`src/rtl/bus_pkg.sv`:
```
// Shared definitions for the peripheral bus interconnect.
// Contents: FSM state encoding, access-size (HB) encodings, default slave map.
package bus_pkg;

  typedef enum logic [1:0] {
    IDLE = 2'd0,
    WAIT = 2'd1,
    RESP = 2'd2,
    ERR  = 2'd3
  } state_t;

  localparam logic [1:0] HB_BYTE = 2'b00;
  localparam logic [1:0] HB_HALF = 2'b01;
  localparam logic [1:0] HB_WORD = 2'b10;

  localparam int unsigned SLV_ROM   = 0;
  localparam int unsigned SLV_RAM   = 1;
  localparam int unsigned SLV_UART  = 2;
  localparam int unsigned SLV_TIMER = 3;

endpackage

```
`src/rtl/bus_addr_decode.sv`:
```
// Combinational slave decode from the upper address field.
// Ports:
//   i_addr     : full master address
//   o_valid_c  : field selects an existing slave (unsigned compare vs N_SLAVES)
//   o_sel_c    : raw slave-select field
//   o_onehot_c : one-hot slave select, all zero when not valid
module bus_addr_decode #(
  parameter int unsigned N_SLAVES = 4,
  parameter int unsigned ADDR_W   = 32,
  parameter int unsigned SEL_MSB  = 31,
  parameter int unsigned SEL_LSB  = 28
) (
  input  logic [ADDR_W-1:0]        i_addr,
  output logic                     o_valid_c,
  output logic [SEL_MSB-SEL_LSB:0] o_sel_c,
  output logic [N_SLAVES-1:0]      o_onehot_c
);

  localparam int unsigned SEL_W = SEL_MSB - SEL_LSB + 1;

  // Only the select field matters; the remaining bits travel to the slave untouched.
  logic w_unused_addr;
  assign w_unused_addr = ^i_addr;

  always_comb begin
    o_sel_c    = i_addr[SEL_MSB:SEL_LSB];
    o_valid_c  = (32'(o_sel_c) < 32'(N_SLAVES));
    o_onehot_c = '0;
    if (o_valid_c) begin
      o_onehot_c = N_SLAVES'(1'b1) << o_sel_c;
    end
  end

  // SEL_W kept for readers checking field sizing against N_SLAVES.
  localparam int unsigned UNUSED_SEL_W = SEL_W;

endmodule

```
`src/rtl/bus_interconnect.sv`:
```
// Single-master, N-slave peripheral bus interconnect.
// Decodes the slave from the address, holds a latched request until the selected
// slave grants, registers its read data and returns a one-cycle grant to the core.
// Unmapped accesses complete with o_M_ERR instead of hanging.
// Optional: define BUS_TIMEOUT_EN to abort WAIT after TIMEOUT_CYCLES with an error.
// Ports:
//   i_CLK, i_RST                          : clock, synchronous active-high reset
//   i_M_REQ/ADDR/WDATA/WE/HB              : master request
//   o_M_GNT/RDATA/ERR                     : master completion (registered)
//   o_S_CE/REQ/ADDR/WDATA/WE/HB           : slave-side request (registered)
//   i_S_GNT, i_S_RDATA                    : per-slave grant and read data
module bus_interconnect
  import bus_pkg::*;
#(
  parameter int unsigned N_SLAVES       = 4,
  parameter int unsigned ADDR_W         = 32,
  parameter int unsigned DATA_W         = 32,
  parameter int unsigned SEL_MSB        = 31,
  parameter int unsigned SEL_LSB        = 28,
  parameter int unsigned TIMEOUT_CYCLES = 16
) (
  input  logic                         i_CLK,
  input  logic                         i_RST,
  input  logic                         i_M_REQ,
  input  logic [ADDR_W-1:0]            i_M_ADDR,
  input  logic [DATA_W-1:0]            i_M_WDATA,
  input  logic                         i_M_WE,
  input  logic [1:0]                   i_M_HB,
  output logic                         o_M_GNT,
  output logic [DATA_W-1:0]            o_M_RDATA,
  output logic                         o_M_ERR,
  output logic [N_SLAVES-1:0]          o_S_CE,
  output logic                         o_S_REQ,
  output logic [ADDR_W-1:0]            o_S_ADDR,
  output logic [DATA_W-1:0]            o_S_WDATA,
  output logic                         o_S_WE,
  output logic [1:0]                   o_S_HB,
  input  logic [N_SLAVES-1:0]          i_S_GNT,
  input  logic [N_SLAVES*DATA_W-1:0]   i_S_RDATA
);

  localparam int unsigned SEL_W = SEL_MSB - SEL_LSB + 1;

  logic                w_dec_valid;
  logic [SEL_W-1:0]    w_dec_sel;
  logic [N_SLAVES-1:0] w_dec_onehot;

  state_t              r_state, w_state_next;
  logic [SEL_W-1:0]    r_sel;
  logic [N_SLAVES-1:0] r_s_ce, w_s_ce_next;
  logic                r_s_req, w_s_req_next;
  logic                r_m_gnt, w_m_gnt_next;
  logic                r_m_err, w_m_err_next;
  logic [DATA_W-1:0]   r_m_rdata, w_m_rdata_next;
  logic [ADDR_W-1:0]   r_s_addr;
  logic [DATA_W-1:0]   r_s_wdata;
  logic                r_s_we;
  logic [1:0]          r_s_hb;
  logic                w_latch;
  logic                w_gnt_hit;
  logic [DATA_W-1:0]   w_sel_rdata;

`ifdef BUS_TIMEOUT_EN
  localparam int unsigned CNT_W = $clog2(TIMEOUT_CYCLES + 1);
  logic [CNT_W-1:0] r_cnt, w_cnt_next;
`else
  localparam int unsigned UNUSED_TIMEOUT = TIMEOUT_CYCLES;
`endif

  bus_addr_decode #(
    .N_SLAVES (N_SLAVES),
    .ADDR_W   (ADDR_W),
    .SEL_MSB  (SEL_MSB),
    .SEL_LSB  (SEL_LSB)
  ) u_decode (
    .i_addr     (i_M_ADDR),
    .o_valid_c  (w_dec_valid),
    .o_sel_c    (w_dec_sel),
    .o_onehot_c (w_dec_onehot)
  );

  // Grant and read data of the latched slave only; other slaves' grants are ignored.
  always_comb begin
    w_gnt_hit   = 1'b0;
    w_sel_rdata = '0;
    for (int unsigned k = 0; k < N_SLAVES; k++) begin
      if (r_sel == SEL_W'(k)) begin
        w_gnt_hit   = i_S_GNT[k];
        w_sel_rdata = i_S_RDATA[k*DATA_W +: DATA_W];
      end
    end
  end

  // Next state and next values of all registered outputs.
  always_comb begin
    w_state_next   = r_state;
    w_s_ce_next    = '0;
    w_s_req_next   = 1'b0;
    w_m_gnt_next   = 1'b0;
    w_m_err_next   = 1'b0;
    w_m_rdata_next = '0;
    w_latch        = 1'b0;
`ifdef BUS_TIMEOUT_EN
    w_cnt_next     = r_cnt;
`endif
    unique case (r_state)
      IDLE: begin
        if (i_M_REQ) begin
          if (w_dec_valid) begin
            w_state_next = WAIT;
            w_latch      = 1'b1;
            w_s_ce_next  = w_dec_onehot;
            w_s_req_next = 1'b1;
`ifdef BUS_TIMEOUT_EN
            w_cnt_next   = '0;
`endif
          end else begin
            w_state_next = ERR;
            w_m_gnt_next = 1'b1;
            w_m_err_next = 1'b1;
          end
        end
      end
      WAIT: begin
        // A grant in the last WAIT cycle takes priority over the timeout.
        if (w_gnt_hit) begin
          w_state_next   = RESP;
          w_m_gnt_next   = 1'b1;
          w_m_rdata_next = w_sel_rdata;
        end else begin
          w_s_ce_next  = r_s_ce;
          w_s_req_next = 1'b1;
`ifdef BUS_TIMEOUT_EN
          if (r_cnt == CNT_W'(TIMEOUT_CYCLES - 1)) begin
            w_state_next = ERR;
            w_s_ce_next  = '0;
            w_s_req_next = 1'b0;
            w_m_gnt_next = 1'b1;
            w_m_err_next = 1'b1;
          end else begin
            w_cnt_next = r_cnt + CNT_W'(1);
          end
`endif
        end
      end
      RESP:    w_state_next = IDLE;
      ERR:     w_state_next = IDLE;
      default: w_state_next = IDLE;
    endcase
  end

  // State, output and request-latch registers.
  always_ff @(posedge i_CLK) begin
    if (i_RST) begin
      r_state   <= IDLE;
      r_sel     <= '0;
      r_s_ce    <= '0;
      r_s_req   <= 1'b0;
      r_m_gnt   <= 1'b0;
      r_m_err   <= 1'b0;
      r_m_rdata <= '0;
      r_s_addr  <= '0;
      r_s_wdata <= '0;
      r_s_we    <= 1'b0;
      r_s_hb    <= 2'b00;
`ifdef BUS_TIMEOUT_EN
      r_cnt     <= '0;
`endif
    end else begin
      r_state   <= w_state_next;
      r_s_ce    <= w_s_ce_next;
      r_s_req   <= w_s_req_next;
      r_m_gnt   <= w_m_gnt_next;
      r_m_err   <= w_m_err_next;
      r_m_rdata <= w_m_rdata_next;
`ifdef BUS_TIMEOUT_EN
      r_cnt     <= w_cnt_next;
`endif
      if (w_latch) begin
        r_sel     <= w_dec_sel;
        r_s_addr  <= i_M_ADDR;
        r_s_wdata <= i_M_WDATA;
        r_s_we    <= i_M_WE;
        r_s_hb    <= i_M_HB;
      end
    end
  end

  assign o_M_GNT   = r_m_gnt;
  assign o_M_RDATA = r_m_rdata;
  assign o_M_ERR   = r_m_err;
  assign o_S_CE    = r_s_ce;
  assign o_S_REQ   = r_s_req;
  assign o_S_ADDR  = r_s_addr;
  assign o_S_WDATA = r_s_wdata;
  assign o_S_WE    = r_s_we;
  assign o_S_HB    = r_s_hb;

endmodule
```
`config.mk`:
```
export PLATFORM = sky130hd
export DESIGN_NAME = bus_interconnect
export DESIGN_NICKNAME = d
export VERILOG_FILES = /design/src/rtl/bus_pkg.sv /design/src/rtl/bus_addr_decode.sv /design/src/rtl/bus_interconnect.sv
export SDC_FILE = /design/constraint.sdc
export NUM_CORES = 1
export LEC_CHECK = 0
export BUFFER_PORTS_ARGS = -buffer_cell sky130_fd_sc_hd__buf_2
export CAP_MARGIN = 25
export CORE_AREA = 2 2 119 121
export CTS_CLUSTER_SIZE = 25
export DETAILED_ROUTE_END_ITERATION = 8
export DIE_AREA = 0 0 121 123
export PLACE_DENSITY = 0.78
export SLEW_MARGIN = 10
export SYNTH_ARGS = -nofsm -noshare
export SYNTH_HDL_FRONTEND = slang
export SYNTH_SLANG_ARGS = --single-unit
```
`constraint.sdc`:
```
create_clock -name i_CLK -period 2 [get_ports i_CLK]
set_input_delay 0.5 -clock i_CLK [delete_from_list [all_inputs] [get_ports i_CLK]]
set_output_delay 0.5 -clock i_CLK [all_outputs]
set_load 0.02 [all_outputs]
```
==> flow_metrics.py <==
metrics = {
    "detailed_routing": {
        "ant_nets": 0,
        "met2WireLength_um": 8070,
        "wl_met3_um": 1380,
        "detail_route.wl_per_cell_um": 17.0,
        "drt_wl_total_um": 15600,
        "drc": 0,
        "viasPerCell": 5.11,
        "top_layer_used": "met4",
        "routedLengthMet1_um": 5760,
        "initialDrtViolationCount": 318,
        "num_vias": 4673,
        "drt_first_pass_iters": 4,
    },
    "critical_path": {
        "critPathTopFamily": "buffers and inverters",
        "crit_path_max_fanout": 23,
        "reg2reg_setup_slack_ns": 0.34,
        "reg2reg_from": "r_state[0]$_SDFFE_PP0P_",
        "rr_endpoint": "o_S_WDATA[27]$_SDFFE_PP0P_",
        "worstPathArrival_ns": 1.31,
        "cp_data_required_time_ns": 1.50,
        "timing.critical_path.from_type": "flop",
        "crit_path_top_delay_cell": "sky130_fd_sc_hd__dfxtp_2",
        "timing.critical_path.to_type": "output pin",
        "worst-path-buf-inv": 2,
        "worst-r2r-cell-count": 4,
        "criticalPathCategory": "flop to output pin",
        "critPathMaxStageDelay_ns": 0.38,
        "cp_cell_sequence": "buf_4 -> buf_2",
        "crit_start": "r_sel[1]$_SDFFE_PP0P_",
    },
    "synthesis": {
        "post_synth_inst_count": 445,
        "synth_edf_count": 0,
        "post_synthesis_net_count": 647,
        "yosys.cell_types.count": 26,
        "ys.warnings.count": 0,
        "ys_async_sr_fraction": 0,
        "seq_area_frac_synth": 0.466,
        "synth_top_flop_cell": "sky130_fd_sc_hd__dfxtp_1",
        "synth_seq_cells": 108,
        "synthesized_area_mm2": 0.00464,
        "synth_area_per_cell_um2": 10.4,
    },
    "placed_design": {
        "portBuffers": 307,
        "hpwlAfterDp_um": 11700,
        "globalplace.congestion": 0.783,
    },
    "cts": {
        "ctsHoldBuffers": 0,
        "cts_num_sinks": 108,
        "clkSlewWorstSetupHoldPaths_ns": 0.07,
        "cts.path.max_buffers": 2,
        "cts_tree": "yes",
        "cts-htree-levels": 3,
        "post-cts-setup-buffer-count": 0,
        "clock_insertion_delay_worst_skew_ns": 0.34,
        "cts_resized": 0,
        "cts_inserted_buffers": 9,
        "root_buffer_cell": "sky130_fd_sc_hd__clkbuf_16",
    },
    "sta": {
        "report.final.slew_viol_count": 0,
        "setup-violations-final": 0,
        "final_min_period_over_clock_period": 0.904,
        "worst_slew_margin_rel": 0.732,
        "fin_skew_ns": 0.00922,
        "tightest_slew_ns": 0.402,
        "final.min_clock_period_ns": 1.81,
        "hold_violations": 0,
        "maxClockFrequency_mhz": 553,
        "total_negative_slack_ns": 0,
        "setup_repair_after_global_routing_missed_its_margin": "no",
    },
    "min_path": {
        "hold_path_startpoint": "i_M_WDATA[17]",
        "hold_path_end": "o_S_WDATA[17]$_SDFFE_PP0P_",
        "hold_path.class": "input pin to flop",
        "hold_path_depth": 3,
    },
    "layout": {
        "area.growth.synth_to_final_pct": 43.9,
        "mostFrequentLayoutCell": "sky130_fd_sc_hd__buf_2",
        "number_of_nets_in_the_final_layout": 929,
        "fin_util": 0.491,
        "final_layout_size_suffix_gt1_frac": 0.534,
        "mostFrequentLayoutCells": "307 x sky130_fd_sc_hd__buf_2, 106 x sky130_fd_sc_hd__dfxtp_1, 65 x sky130_fd_sc_hd__nand3_1, 65 x sky130_fd_sc_hd__a21oi_1, 62 x sky130_fd_sc_hd__o21ai_0",
    },
    "die": {
        "fp.dieH_um": 123,
        "ios": 308,
        "start_util": 0.341,
        "fp.dieW_um": 121,
        "std_cell_rows": 43,
        "die-area_mm2": 0.0149,
        "core_mm2": 0.0136,
    },
    "run_status": {
        "outcome": "complete, no violations",
    },
    "global_routing": {
        "grt_antenna_before_repair": 1,
        "grt_usage": 0.201,
        "grt_first_pass_wirelength_um": 23100,
        "grt-ovfl-total": 0,
        "grt_max_degree": 71,
        "grt_pass1_vias": 4620,
    },
    "power_and_ir_drop": {
        "finalPower_mw": 4.91,
        "power.density_mw_per_mm2": 736,
        "leak_pwr_nw": 2.93,
        "peakVddDrop_mv": 0.473,
    },
    "job": {
        "maxCapViolations": 0,
    },
}
==> cells in the mapped netlist, types with 4 or more instances <==
cell type | n | area (um2)
sky130_fd_sc_hd__a32o_1 | 4 | 40.0
sky130_fd_sc_hd__nor3b_1 | 29 | 218
sky130_fd_sc_hd__buf_2 | 16 | 80.1
sky130_fd_sc_hd__dfxtp_1 | 108 | 2160
sky130_fd_sc_hd__nor3b_2 | 6 | 75.1
sky130_fd_sc_hd__a21oi_1 | 65 | 325
sky130_fd_sc_hd__nand3_1 | 65 | 325
sky130_fd_sc_hd__buf_1 | 5 | 18.8
sky130_fd_sc_hd__clkbuf_1 | 20 | 75.1
sky130_fd_sc_hd__buf_4 | 5 | 37.5
sky130_fd_sc_hd__o21ai_0 | 62 | 310
sky130_fd_sc_hd__mux4_2 | 32 | 721
==> report_power, final <==
group / leakage (nW) / internal [mW] / switching [mW]
Sequential: 0.876 / 2.22 / 0.0294
Clock: 0.148 / 1.04 / 0.803
Combinational: 1.91 / 0.379 / 0.445
Total: 2.93 / 3.64 / 1.28
==> cells by family (layout without fill, tap and decap cells) <==
group / Yosys count / after routing / synth area share
AOI/OAI and AO/OA: 139 / 139 / 0.164
buffers and inverters: 54 / 341 / 0.0582
DFF: 108 / 108 / 0.466
muxes: 34 / 34 / 0.160
other: 0 / 2 / 0
and+or+nand+nor: 110 / 110 / 0.152
==> per-stage QoR <==
step / cell area (um2) / setup slack [ns] / instances / hold WS [ns]
after floorplan: 4640 / 0.353 / 445 / 0.554
after global placement: 6360 / 0.165 / 896 / 0.448
after detailed placement: 6360 / 0.124 / 896 / 0.458
after CTS: 6670 / 0.158 / 912 / 0.384
after global routing: 6680 / 0.112 / 913 / 0.385
final: 6680 / 0.193 / 914 / 0.400
==> flip-flops by register name (all words and copies together) (netlist names) <==
name       cells
o_M_RDATA     32
o_S_WDATA     32
o_S_ADDR      29
o_S_CE         4
r_sel          3
o_S_HB         2
r_state        2
o_M_ERR        1
o_M_GNT        1
o_S_REQ        1
o_S_WE         1
==> worst max-delay path by stage <==
| stage | endpoint | slack (ns) | cells after the start |
|---|---|---|---|
| finish | o_S_ADDR[29] | 0.19 | 2 |
| global route | o_S_ADDR[29] | 0.11 | 2 |
| CTS | o_S_ADDR[29] | 0.16 | 2 |
| detailed placement | o_S_WDATA[27]$_SDFFE_PP0P_ | 0.12 | 5 |
| global placement | o_S_CE[0]$_SDFFE_PP0P_ | 0.17 | 4 |
| floorplan | o_M_RDATA[16]$_SDFF_PP0_ | 0.35 | 4 |
==> final cells by class <==
| class | count | area, um2 |
|---|---|---|
| clock buffer | 11 | 253 |
| sequential | 108 | 2160 |
| antenna | 2 | 5.00 |
| clock inverter | 5 | 58.8 |
| timing repair buffer | 323 | 1740 |
| fill | 1284 | 6930 |
| multi-input combinational | 283 | 2220 |
| tap | 180 | 225 |
| inverter | 2 | 7.51 |
==> tightest hold or removal path: stages <==
cell and delay, ns:
sky130_fd_sc_hd__buf_2 0.09, sky130_fd_sc_hd__nand3_1 0.05, sky130_fd_sc_hd__a21oi_1 0.05
==> per-layer routing <==
layer	track usage	vias to the layer above
met5	0	-
met2	0.364	211
met3	0.0650	20
met1	0.219	2230
li1	-	2212
met4	0.0705	0
Note: power is estimated with default switching activity, not from simulation.
